**src/rtl/cpu_consts.sv**
```systemverilog
// Shared CPU pipeline types and constants; this slice carries the load/store unit definitions.
package cpu_consts;

    typedef enum logic [1:0] {
        SIZE_B = 2'd0,
        SIZE_H = 2'd1,
        SIZE_W = 2'd2,
        SIZE_D = 2'd3
    } mem_size_t;

    typedef enum logic [1:0] {
        IDLE    = 2'd0,
        REQ     = 2'd1,
        WAIT_RD = 2'd2,
        WB      = 2'd3
    } lsu_state_t;

    localparam int LSU_CNT_W = 8;

    function automatic logic [7:0] size_base_mask(input mem_size_t size);
        logic [7:0] mask;
        case (size)
            SIZE_B:  mask = 8'h01;
            SIZE_H:  mask = 8'h03;
            SIZE_W:  mask = 8'h0F;
            SIZE_D:  mask = 8'hFF;
            default: mask = 8'h00;
        endcase
        return mask;
    endfunction

endpackage

```
**src/rtl/lsu_store_align.sv**
```systemverilog
// Places store data and byte-lane mask within a 64-bit row and flags accesses
// that are not naturally aligned for their size.
module lsu_store_align
    import cpu_consts::*;
(
    input  mem_size_t   i_size,
    input  logic [2:0]  i_row_idx,
    input  logic [63:0] i_wr_data,
    output logic [7:0]  o_mask,
    output logic [63:0] o_data,
    output logic        o_misaligned
);

    // Lane placement and natural-alignment check
    always_comb begin
        o_mask = size_base_mask(i_size) << i_row_idx;
        o_data = i_wr_data << {i_row_idx, 3'b000};
        case (i_size)
            SIZE_B:  o_misaligned = 1'b0;
            SIZE_H:  o_misaligned = i_row_idx[0];
            SIZE_W:  o_misaligned = (i_row_idx[1:0] != 2'b00);
            SIZE_D:  o_misaligned = (i_row_idx != 3'b000);
            default: o_misaligned = 1'b1;
        endcase
    end

endmodule

```
**src/rtl/lsu_ctrl.sv**
```systemverilog
// Load/store sequencer: one operation at a time, one row-aligned memory request,
// load rows handed to writeback with size/extension/row metadata.
module lsu_ctrl
    import cpu_consts::*;
#(
    parameter int TIMEOUT_CYCLES = 255
) (
    input  logic        clk,
    input  logic        resetn,
    input  logic        req_valid_i,
    output logic        req_ready_o,
    input  logic        req_is_store_i,
    input  logic [63:0] req_addr_i,
    input  logic [63:0] req_wr_data_i,
    input  logic [1:0]  req_byte_en_i,
    input  logic        req_zero_extnd_i,
    input  logic [4:0]  req_rd_i,
    output logic        mem_req_o,
    output logic        mem_wr_o,
    output logic [63:0] mem_addr_o,
    output logic [63:0] mem_wr_data_o,
    output logic [7:0]  mem_wr_mask_o,
    input  logic        mem_gnt_i,
    input  logic        mem_rvalid_i,
    input  logic [63:0] mem_rdata_i,
    output logic        wb_valid_o,
    input  logic        wb_ready_i,
    output logic [4:0]  wb_rd_o,
    output logic [63:0] wb_data_mem_rd_o,
    output logic [1:0]  wb_byte_en_o,
    output logic        wb_zero_extnd_o,
    output logic [2:0]  wb_row_idx_o,
    output logic        misalign_o,
    output logic        bus_err_o,
    output logic        busy_o
);

    localparam logic [LSU_CNT_W-1:0] TO_LAST = LSU_CNT_W'(TIMEOUT_CYCLES - 1);

    lsu_state_t           r_state;
    lsu_state_t           w_state_nxt;
    logic [LSU_CNT_W-1:0] r_cnt;
    logic                 r_is_store;
    logic                 r_zext;
    logic                 r_misalign;
    logic                 r_bus_err;
    logic [60:0]          r_row_addr;
    logic [63:0]          r_wr_data;
    logic [7:0]           r_wr_mask;
    logic [63:0]          r_rdata;
    logic [4:0]           r_rd;
    mem_size_t            r_size;
    logic [2:0]           r_row_idx;

    logic                 w_accept;
    logic                 w_misalign_nxt;
    logic                 w_bus_err_nxt;
    logic                 w_timeout;
    logic                 w_in_req;
    logic [7:0]           w_al_mask;
    logic [63:0]          w_al_data;
    logic                 w_al_mis;

    lsu_store_align u_align (
        .i_size       (mem_size_t'(req_byte_en_i)),
        .i_row_idx    (req_addr_i[2:0]),
        .i_wr_data    (req_wr_data_i),
        .o_mask       (w_al_mask),
        .o_data       (w_al_data),
        .o_misaligned (w_al_mis)
    );

    assign w_timeout = (r_cnt == TO_LAST);
    assign w_in_req  = (r_state == REQ);

    // Next-state decode; the exit event always takes priority over the timeout
    always_comb begin
        w_state_nxt    = r_state;
        w_accept       = 1'b0;
        w_misalign_nxt = 1'b0;
        w_bus_err_nxt  = 1'b0;
        case (r_state)
            IDLE: begin
                if (req_valid_i && w_al_mis) begin
                    w_misalign_nxt = 1'b1;
                end else if (req_valid_i) begin
                    w_accept    = 1'b1;
                    w_state_nxt = REQ;
                end else begin
                    w_state_nxt = IDLE;
                end
            end
            REQ: begin
                if (mem_gnt_i) begin
                    w_state_nxt = r_is_store ? IDLE : WAIT_RD;
                end else if (w_timeout) begin
                    w_bus_err_nxt = 1'b1;
                    w_state_nxt   = IDLE;
                end else begin
                    w_state_nxt = REQ;
                end
            end
            WAIT_RD: begin
                if (mem_rvalid_i) begin
                    w_state_nxt = WB;
                end else if (w_timeout) begin
                    w_bus_err_nxt = 1'b1;
                    w_state_nxt   = IDLE;
                end else begin
                    w_state_nxt = WAIT_RD;
                end
            end
            WB: begin
                if (wb_ready_i) begin
                    w_state_nxt = IDLE;
                end else begin
                    w_state_nxt = WB;
                end
            end
            default: w_state_nxt = IDLE;
        endcase
    end

    // State register
    always_ff @(posedge clk or negedge resetn) begin
        if (!resetn) begin
            r_state <= IDLE;
        end else begin
            r_state <= w_state_nxt;
        end
    end

    // Wait counter restarts on every state change, so it is zero on entry to REQ and WAIT_RD
    always_ff @(posedge clk or negedge resetn) begin
        if (!resetn) begin
            r_cnt <= '0;
        end else if (w_state_nxt != r_state) begin
            r_cnt <= '0;
        end else if (r_state == REQ || r_state == WAIT_RD) begin
            r_cnt <= r_cnt + 8'd1;
        end else begin
            r_cnt <= '0;
        end
    end

    // Single-cycle error pulses
    always_ff @(posedge clk or negedge resetn) begin
        if (!resetn) begin
            r_misalign <= 1'b0;
            r_bus_err  <= 1'b0;
        end else begin
            r_misalign <= w_misalign_nxt;
            r_bus_err  <= w_bus_err_nxt;
        end
    end

    // Request capture; load requests carry no write data or mask
    always_ff @(posedge clk or negedge resetn) begin
        if (!resetn) begin
            r_is_store <= 1'b0;
            r_row_addr <= '0;
            r_wr_data  <= 64'd0;
            r_wr_mask  <= 8'h00;
            r_rd       <= 5'd0;
            r_size     <= SIZE_B;
            r_zext     <= 1'b0;
            r_row_idx  <= 3'd0;
        end else if (w_accept) begin
            r_is_store <= req_is_store_i;
            r_row_addr <= req_addr_i[63:3];
            r_wr_data  <= req_is_store_i ? w_al_data : 64'd0;
            r_wr_mask  <= req_is_store_i ? w_al_mask : 8'h00;
            r_rd       <= req_rd_i;
            r_size     <= mem_size_t'(req_byte_en_i);
            r_zext     <= req_zero_extnd_i;
            r_row_idx  <= req_addr_i[2:0];
        end else begin
            r_is_store <= r_is_store;
        end
    end

    // Read row capture, only while a read is outstanding
    always_ff @(posedge clk or negedge resetn) begin
        if (!resetn) begin
            r_rdata <= 64'd0;
        end else if (r_state == WAIT_RD && mem_rvalid_i) begin
            r_rdata <= mem_rdata_i;
        end else begin
            r_rdata <= r_rdata;
        end
    end

    assign req_ready_o      = (r_state == IDLE);
    assign busy_o           = (r_state != IDLE);
    assign mem_req_o        = w_in_req;
    assign mem_wr_o         = w_in_req & r_is_store;
    assign mem_addr_o       = w_in_req ? {r_row_addr, 3'b000} : 64'd0;
    assign mem_wr_data_o    = w_in_req ? r_wr_data : 64'd0;
    assign mem_wr_mask_o    = w_in_req ? r_wr_mask : 8'h00;
    assign wb_valid_o       = (r_state == WB);
    assign wb_rd_o          = r_rd;
    assign wb_data_mem_rd_o = r_rdata;
    assign wb_byte_en_o     = r_size;
    assign wb_zero_extnd_o  = r_zext;
    assign wb_row_idx_o     = r_row_idx;
    assign misalign_o       = r_misalign;
    assign bus_err_o        = r_bus_err;

endmodule

```
**config.mk**
```make
export PLATFORM = sky130hd
export DESIGN_NAME = lsu_ctrl
export DESIGN_NICKNAME = d
export VERILOG_FILES = /design/src/rtl/cpu_consts.sv /design/src/rtl/lsu_store_align.sv /design/src/rtl/lsu_ctrl.sv
export SDC_FILE = /design/constraint.sdc
export NUM_CORES = 1
export LEC_CHECK = 0
export ABC_AREA = 1
export CORE_AREA = 3 3 166 168
export DETAILED_ROUTE_END_ITERATION = 12
export DIE_AREA = 0 0 169 171
export GPL_TIMING_DRIVEN = 0
export PLACE_DENSITY = 0.77
export SYNTH_ARGS = -nofsm -noshare
export SYNTH_HDL_FRONTEND = slang
export SYNTH_SLANG_ARGS = --single-unit
```
**constraint.sdc**
```tcl
create_clock -name clk -period 5.6 [get_ports clk]
set_clock_uncertainty 0.2 [all_clocks]
set_input_delay 1.68 -clock clk [delete_from_list [all_inputs] [get_ports clk]]
set_output_delay 1.68 -clock clk [all_outputs]
set_load 0.005 [all_outputs]
```
==> summary.txt, run 1 <==
Floorplanning
  – Ports: 425
  – Core Rows: 59
  – Initial core utilization: 0.427
  – Die Area: 28900 sq um
  – Die height: 171 microns
  – Core area: 26100 sq um
  – Die Span X: 169 microns

Placed design
  – DPL Wire Length: 33700 microns
  – GPL Wtd Cong: 0.997
  – # placed instances: 2163
  – Port bufs: 418

Clock tree
  – Post-CTS Setup Bufs: 0
  – CTS tree: yes
  – Clock latency on the worst-skew pair: 530 ps
  – Clock Tree Buf Depth: 3
  – Clk slew on worst S/H paths: 60 ps
  – Clock sink total: 221
  – Clk root buf: clkbuf_16
  – Total CTS buffers: 25
  – H-tree depth: 1
  – Cts hold-fix bufs: 0

Drt
  – DRT iter0 DRCs: 992
  – Wire length per cell: 19.5 microns
  – Post-route ant nets: 0
  – WL final: 43000 microns
  – Router iterations before antenna repair: 7
  – Vias: 11100
  – Drt drc: 0
  – Vias per cell: 5.04

Logic synthesis
  – Flops & latches, synth: 221
  – Asr flop ratio synth: 1.00
  – Ys flop type: dfrtp_1
  – Yosys Warn Count: 0
  – Mapped Cells: 1407
  – Synth cell types: 36
  – Mean Syn Cell Area: 7.90 sq um
  – Post-synthesis sequential area ratio: 0.498
  – EDFF count, synth: 0
  – Mapped Area: 11100 sq um

Power
  – Power Total: 7.11 mW
  – Comb pwr share: 0.399
  – Leakage: 8.67 nW
  – Sw Ratio: 0.338
  – Max VDD drop: 376 uV
  – Sw power: 2.40 mW
  – Clk pwr share: 0.241
  – Seq pwr share: 0.360
  – Power Density: 428 nW/um^2
  – Int Pwr: 4.71 mW

Global route
  – Vias in the first global route: 11200
  – Largest net degree at the start of global routing: 115
  – First-pass GRT wire length: 64000 microns
  – Grt ovf: 0
  – Overall Global Routing Usage: 0.285
  – Initial antenna violation count: 0

Hold path
  – Type of the worst min-delay path: reg2reg
  – Hold wc startpoint: r_row_addr[5]

STA
  – Fmax: 185 MHz
  – Crit share post-route: 0.965
  – # setup viols final: 0
  – Worst-Margin Slew: 848 ps
  – RSZ-0062 raised after global routing: no
  – Slew Limit Fails: 0
  – Hold WS: 278 ps
  – Max-slew headroom: 0.435
  – Min Tclk post-route: 5400 ps
  – Final hold violation count: 0

Final layout
  – Diodes inserted: 0
  – Most frequent cells in the layout: nand2_1 (581), clkdlybuf4s50_1 (417), dfrtp_1 (221)
  – Fin nets: 2068
  – Number of fillers in the final layout: 2223
  – Synthesis-to-finish area growth: 49.5%
  – Storage element area: 5530 sq um
  – Fin cells: 2208
  – Commonest non-fill, non-tap cell in the layout: nand2_1
  – Share of cells above drive strength 1: 0.0908
  – Footprint of the multi-input gates: 4540 sq um

Setup path
  – Req. time, crit path: 3720 ps
  – WS Path Type: reg2out
  – Critical-path maximum fanout: 10
  – Crit path from: r_state[1]
  – Critical Path AT: 3520 ps
  – CP Capture Type: primary output
  – Flop2flop setup slack: 3050 ps
  – CP startpoint kind: flop
  – Reg2reg start: r_state[1]

Status
  – Status: complete, no violations

Run
  – Max-cap violations: 0
[worst paths after layout]
path                                          end  cells after the start
max in group asynchronous          r_row_addr[47]                      2
worst max-delay path            mem_wr_data_o[49]                      8
worst min register to register      r_row_addr[5]                      2
worst max register to register           r_cnt[2]                     11
worst min-delay path                r_row_addr[5]                      2
min in group asynchronous           r_wr_data[46]                      1
[sequential cells by signal (all words and copies together) (netlist names), 2 cells and up]
name and flops:
r_cnt 8, r_row_addr 61, r_state 2, r_wr_data 64, r_wr_mask 8, wb_byte_en_o 2
wb_data_mem_rd_o 64, wb_rd_o 5, wb_row_idx_o 3
[what timing repair did]
action                                  4_1_cts  5_1_grt
gates resized for setup                       1        3
endpoints found under the hold margin         0        0
endpoints found under the setup margin        1        7
[critical path: stages, from the launching register on]
cell and delay (ps):
dfrtp_1 410, inv_1 130, ha_1 200, clkbuf_1 450, clkbuf_1 500, clkbuf_1 490
nand2_1 210, inv_1 90, clkdlybuf4s50_1 500
[logic make-up after synthesis]
logic type	Yosys count	synth area share
AND/OR/NAND/NOR	683	0.246
AO/OA/AOI/OAI	163	0.0814
buffers and inverters	259	0.0943
other	1	0.000337
flip-flops	221	0.498
adder cells (fa/ha/maj)	6	0.00675
multiplexers	74	0.0738
[final cells by class]
type,instances,share of cell area
flip-flops and latches,221,0.333
plain buffers,85,0.0239
well taps,335,0.0252
clock inverters,11,0.0106
repair buffers,419,0.254
clock buffers,34,0.0409
inverters,174,0.0394
multi-input cells,929,0.273
[metal layers]
metal	vias up	part of all wire	routed length, microns	GRT usage
met1	5254	0.39	16600	0.348
li1	5232	-	-	-
met4	0	0.043	1860	0.106
met2	528	0.49	21100	0.501
met3	107	0.081	3490	0.0566
met5	-	0	0	0
[stage by stage]
step           setup slack [ps]   util  instance area [sq um]  setup TNS [ps]
2_1_floorplan              2120      -                  11100               0
3_3_place_gp              -6860  0.603                  15700        -1510320
3_5_place_dp                558  0.605                  15800               0
4_1_cts                    90.7  0.638                  16600               0
5_1_grt                    8.66  0.638                  16600               0
6_report                    198  0.638                  16600               0
[power groups by stage]
stage / Sequential (mW) / Combinational [mW] / Clock (mW)
6_report: 2.56 / 2.84 / 1.71
2_1_floorplan: 2.52 / 1.22 / 0
3_5_place_dp: 2.57 / 2.84 / 0
3_3_place_gp: 2.54 / 2.79 / 0
5_1_grt: 2.63 / 3.10 / 1.82
4_1_cts: 2.55 / 2.86 / 1.74
[synth_stat cells (3+ instances only)]
library cell / n / area share
nand2_1: 581 / 0.20
a21oi_1: 14 / 0.0063
a22o_1: 10 / 0.0079
o21ai_0: 99 / 0.045
inv_2: 3 / 0.0010
buf_4: 5 / 0.0034
ha_1: 6 / 0.0068
o21ai_1: 22 / 0.0099
buf_1: 9 / 0.0030
nor2_1: 18 / 0.0061
o22ai_1: 3 / 0.0017
clkbuf_1: 37 / 0.012
o31ai_1: 3 / 0.0020
a21o_1: 5 / 0.0034
dfrtp_1: 221 / 0.50
inv_1: 170 / 0.057
nand3_1: 54 / 0.024
or2_2: 11 / 0.0062
buf_2: 32 / 0.014
mux2i_1: 10 / 0.0090
nor3_1: 9 / 0.0041
mux2_2: 64 / 0.065
Note: power is estimated with default switching activity, not from simulation.
==> run 2: changes to the inputs <==
--- a/config.mk
+++ b/config.mk
@@ -11,6 +11,8 @@
 export DIE_AREA = 0 0 169 171
 export GPL_TIMING_DRIVEN = 0
 export PLACE_DENSITY = 0.77
+export RECOVER_POWER = 100
+export SLEW_MARGIN = 30
 export SYNTH_ARGS = -nofsm -noshare
 export SYNTH_HDL_FRONTEND = slang
 export SYNTH_SLANG_ARGS = --single-unit
==> run 2 against run 1 <==
Net effect:
- the run now ends with capacitance limit, slew limit left
- global-route usage up 0.51 points
- sequential power hardly changed
- first-iteration DRC count is 15% lower
- via count is 0.22% lower
- critical endpoint is now mem_wr_data_o[50]
- largest power group unchanged
==> summary.txt, run 2 (same netlist as run 1, synthesis figures left out) <==
Status
  – Status: finished, violations left
  – Failing checks: capacitance limit, slew limit

STA
  – Min Tclk post-route: 5360 ps
  – Worst-Margin Slew: 3500 ps
  – # setup viols final: 0
  – Fmax: 187 MHz
  – Hold WS: 276 ps
  – Slew Limit Fails: 65
  – Final hold violation count: 0
  – Crit share post-route: 0.956
  – RSZ-0062 raised after global routing: no
  – TNS Setup: 0 ps
  – Setup slack after layout: 244 ps
  – Max-slew headroom: -1.33

Clock tree
  – H-tree depth: 1
  – CTS tree: yes
  – Clk slew on worst S/H paths: 60 ps
  – Cts hold-fix bufs: 0
  – Clock sink total: 221
  – Total CTS buffers: 26
  – Clk root buf: clkbuf_16
  – Clock latency on the worst-skew pair: 510 ps
  – Clock Tree Buf Depth: 3

Floorplanning
  – Core Rows: 59
  – Die height: 171 microns
  – Die Span X: 169 microns
  – Core area: 26100 sq um
  – Ports: 425
  – Die Area: 28900 sq um
  – Initial core utilization: 0.427

Final layout
  – Most frequent cells in the layout: nand2_1 (584), dfrtp_1 (221), dlygate4sd3_1 (209)
  – Diodes inserted: 0
  – Fin nets: 2070
  – Commonest non-fill, non-tap cell in the layout: nand2_1
  – Synthesis-to-finish area growth: 48.4%
  – Share of cells above drive strength 1: 0.0731
  – Fin cells: 2209

Placed design
  – # placed instances: 2164
  – Port bufs: 418
  – GPL Wtd Cong: 0.997
  – DPL Wire Length: 34000 microns
  – Worst slack at placement: 536 ps

Global route
  – First-pass GRT wire length: 65100 microns
  – Vias in the first global route: 11300
  – Overall Global Routing Usage: 0.290
  – Initial antenna violation count: 0
  – Grt ovf: 0
  – Largest net degree at the start of global routing: 85

Setup path
  – Crit path from: r_state[1]
  – Path depth of the worst reg2reg path: 11
  – Critical Path AT: 3480 ps
  – Critical-path maximum fanout: 10
  – CP startpoint kind: flop
  – Flop2flop setup slack: 2210 ps
  – Req. time, crit path: 3720 ps
  – Reg2reg start: r_state[0]
  – WS Path Type: reg2out
  – CP Capture Type: primary output

Drt
  – Wire length per cell: 19.6 microns
  – WL final: 43300 microns
  – Vias: 11100
  – Router iterations before antenna repair: 6
  – Post-route ant nets: 0
  – Drt drc: 0
  – Vias per cell: 5.02
  – DRT iter0 DRCs: 840

Power
  – Max VDD drop: 273 uV
  – Leakage: 9.12 nW
  – Power Density: 411 nW/um^2

Hold path
  – Worst Hold Depth: 2
  – Type of the worst min-delay path: reg2reg
  – Hold wc startpoint: wb_zero_extnd_o

Run
  – Max-cap violations: 1
==> run 2: cell type report <==
class | instances | area, sq um
inverter | 174 | 654
sequential | 221 | 5530
clock buffer | 36 | 708
multi-input combinational | 929 | 4500
clock inverter | 9 | 87.6
fill | 2232 | 9560
timing repair buffer | 420 | 4240
tap | 335 | 419
buffer | 85 | 357
==> run 2: per-layer routing <==
layer / GRT usage / vias to the layer above / part of all wire
met5: 0 / - / 0
li1: - / 5247 / -
met3: 0.0550 / 94 / 0.081
met2: 0.505 / 541 / 0.49
met1: 0.355 / 5214 / 0.39
met4: 0.118 / 0 / 0.041
==> run 2: path summary, 6_finish.rpt <==
| kind | endpoint |
|---|---|
| min | wb_zero_extnd_o |
| min in group asynchronous | r_wr_data[57] |
| max in group asynchronous | r_wr_data[0] |
| min reg2reg | wb_zero_extnd_o |
| max | mem_wr_data_o[50] |
| max reg2reg | r_wr_data[30] |
==> run 2: repair_timing <==
| action | 4_1_cts | 5_1_grt |
|---|---|---|
| gates resized for setup | 1 | 2 |
| setup endpoints to repair | 1 | 1 |
| setup buffers | 0 | 0 |
==> run 2: through the flow <==
stage | instance area (sq um) | power (mW) | util
after floorplan | 11100 | 3.74 | -
after global placement | 15700 | 5.33 | 0.603
after detailed placement | 15800 | 5.41 | 0.606
after CTS | 16600 | 7.03 | 0.636
after global routing | 16500 | 7.22 | 0.633
final | 16500 | 6.78 | 0.633
==> run 2: critical path, stage by stage (launching register included) <==
cell and delay (ps):
dfrtp_1 420, inv_1 130, ha_1 190, clkbuf_1 480, clkbuf_2 370, clkbuf_1 520, nand2_1 190, inv_1 80
dlygate4sd3_1 570
==> run 2: power breakdown <==
part           internal (mW)  switching (mW)  total [mW]
Combinational           1.27            1.37        2.64
Sequential              2.22           0.337        2.56
Clock                  0.928           0.657        1.58
Total                   4.42            2.36        6.78
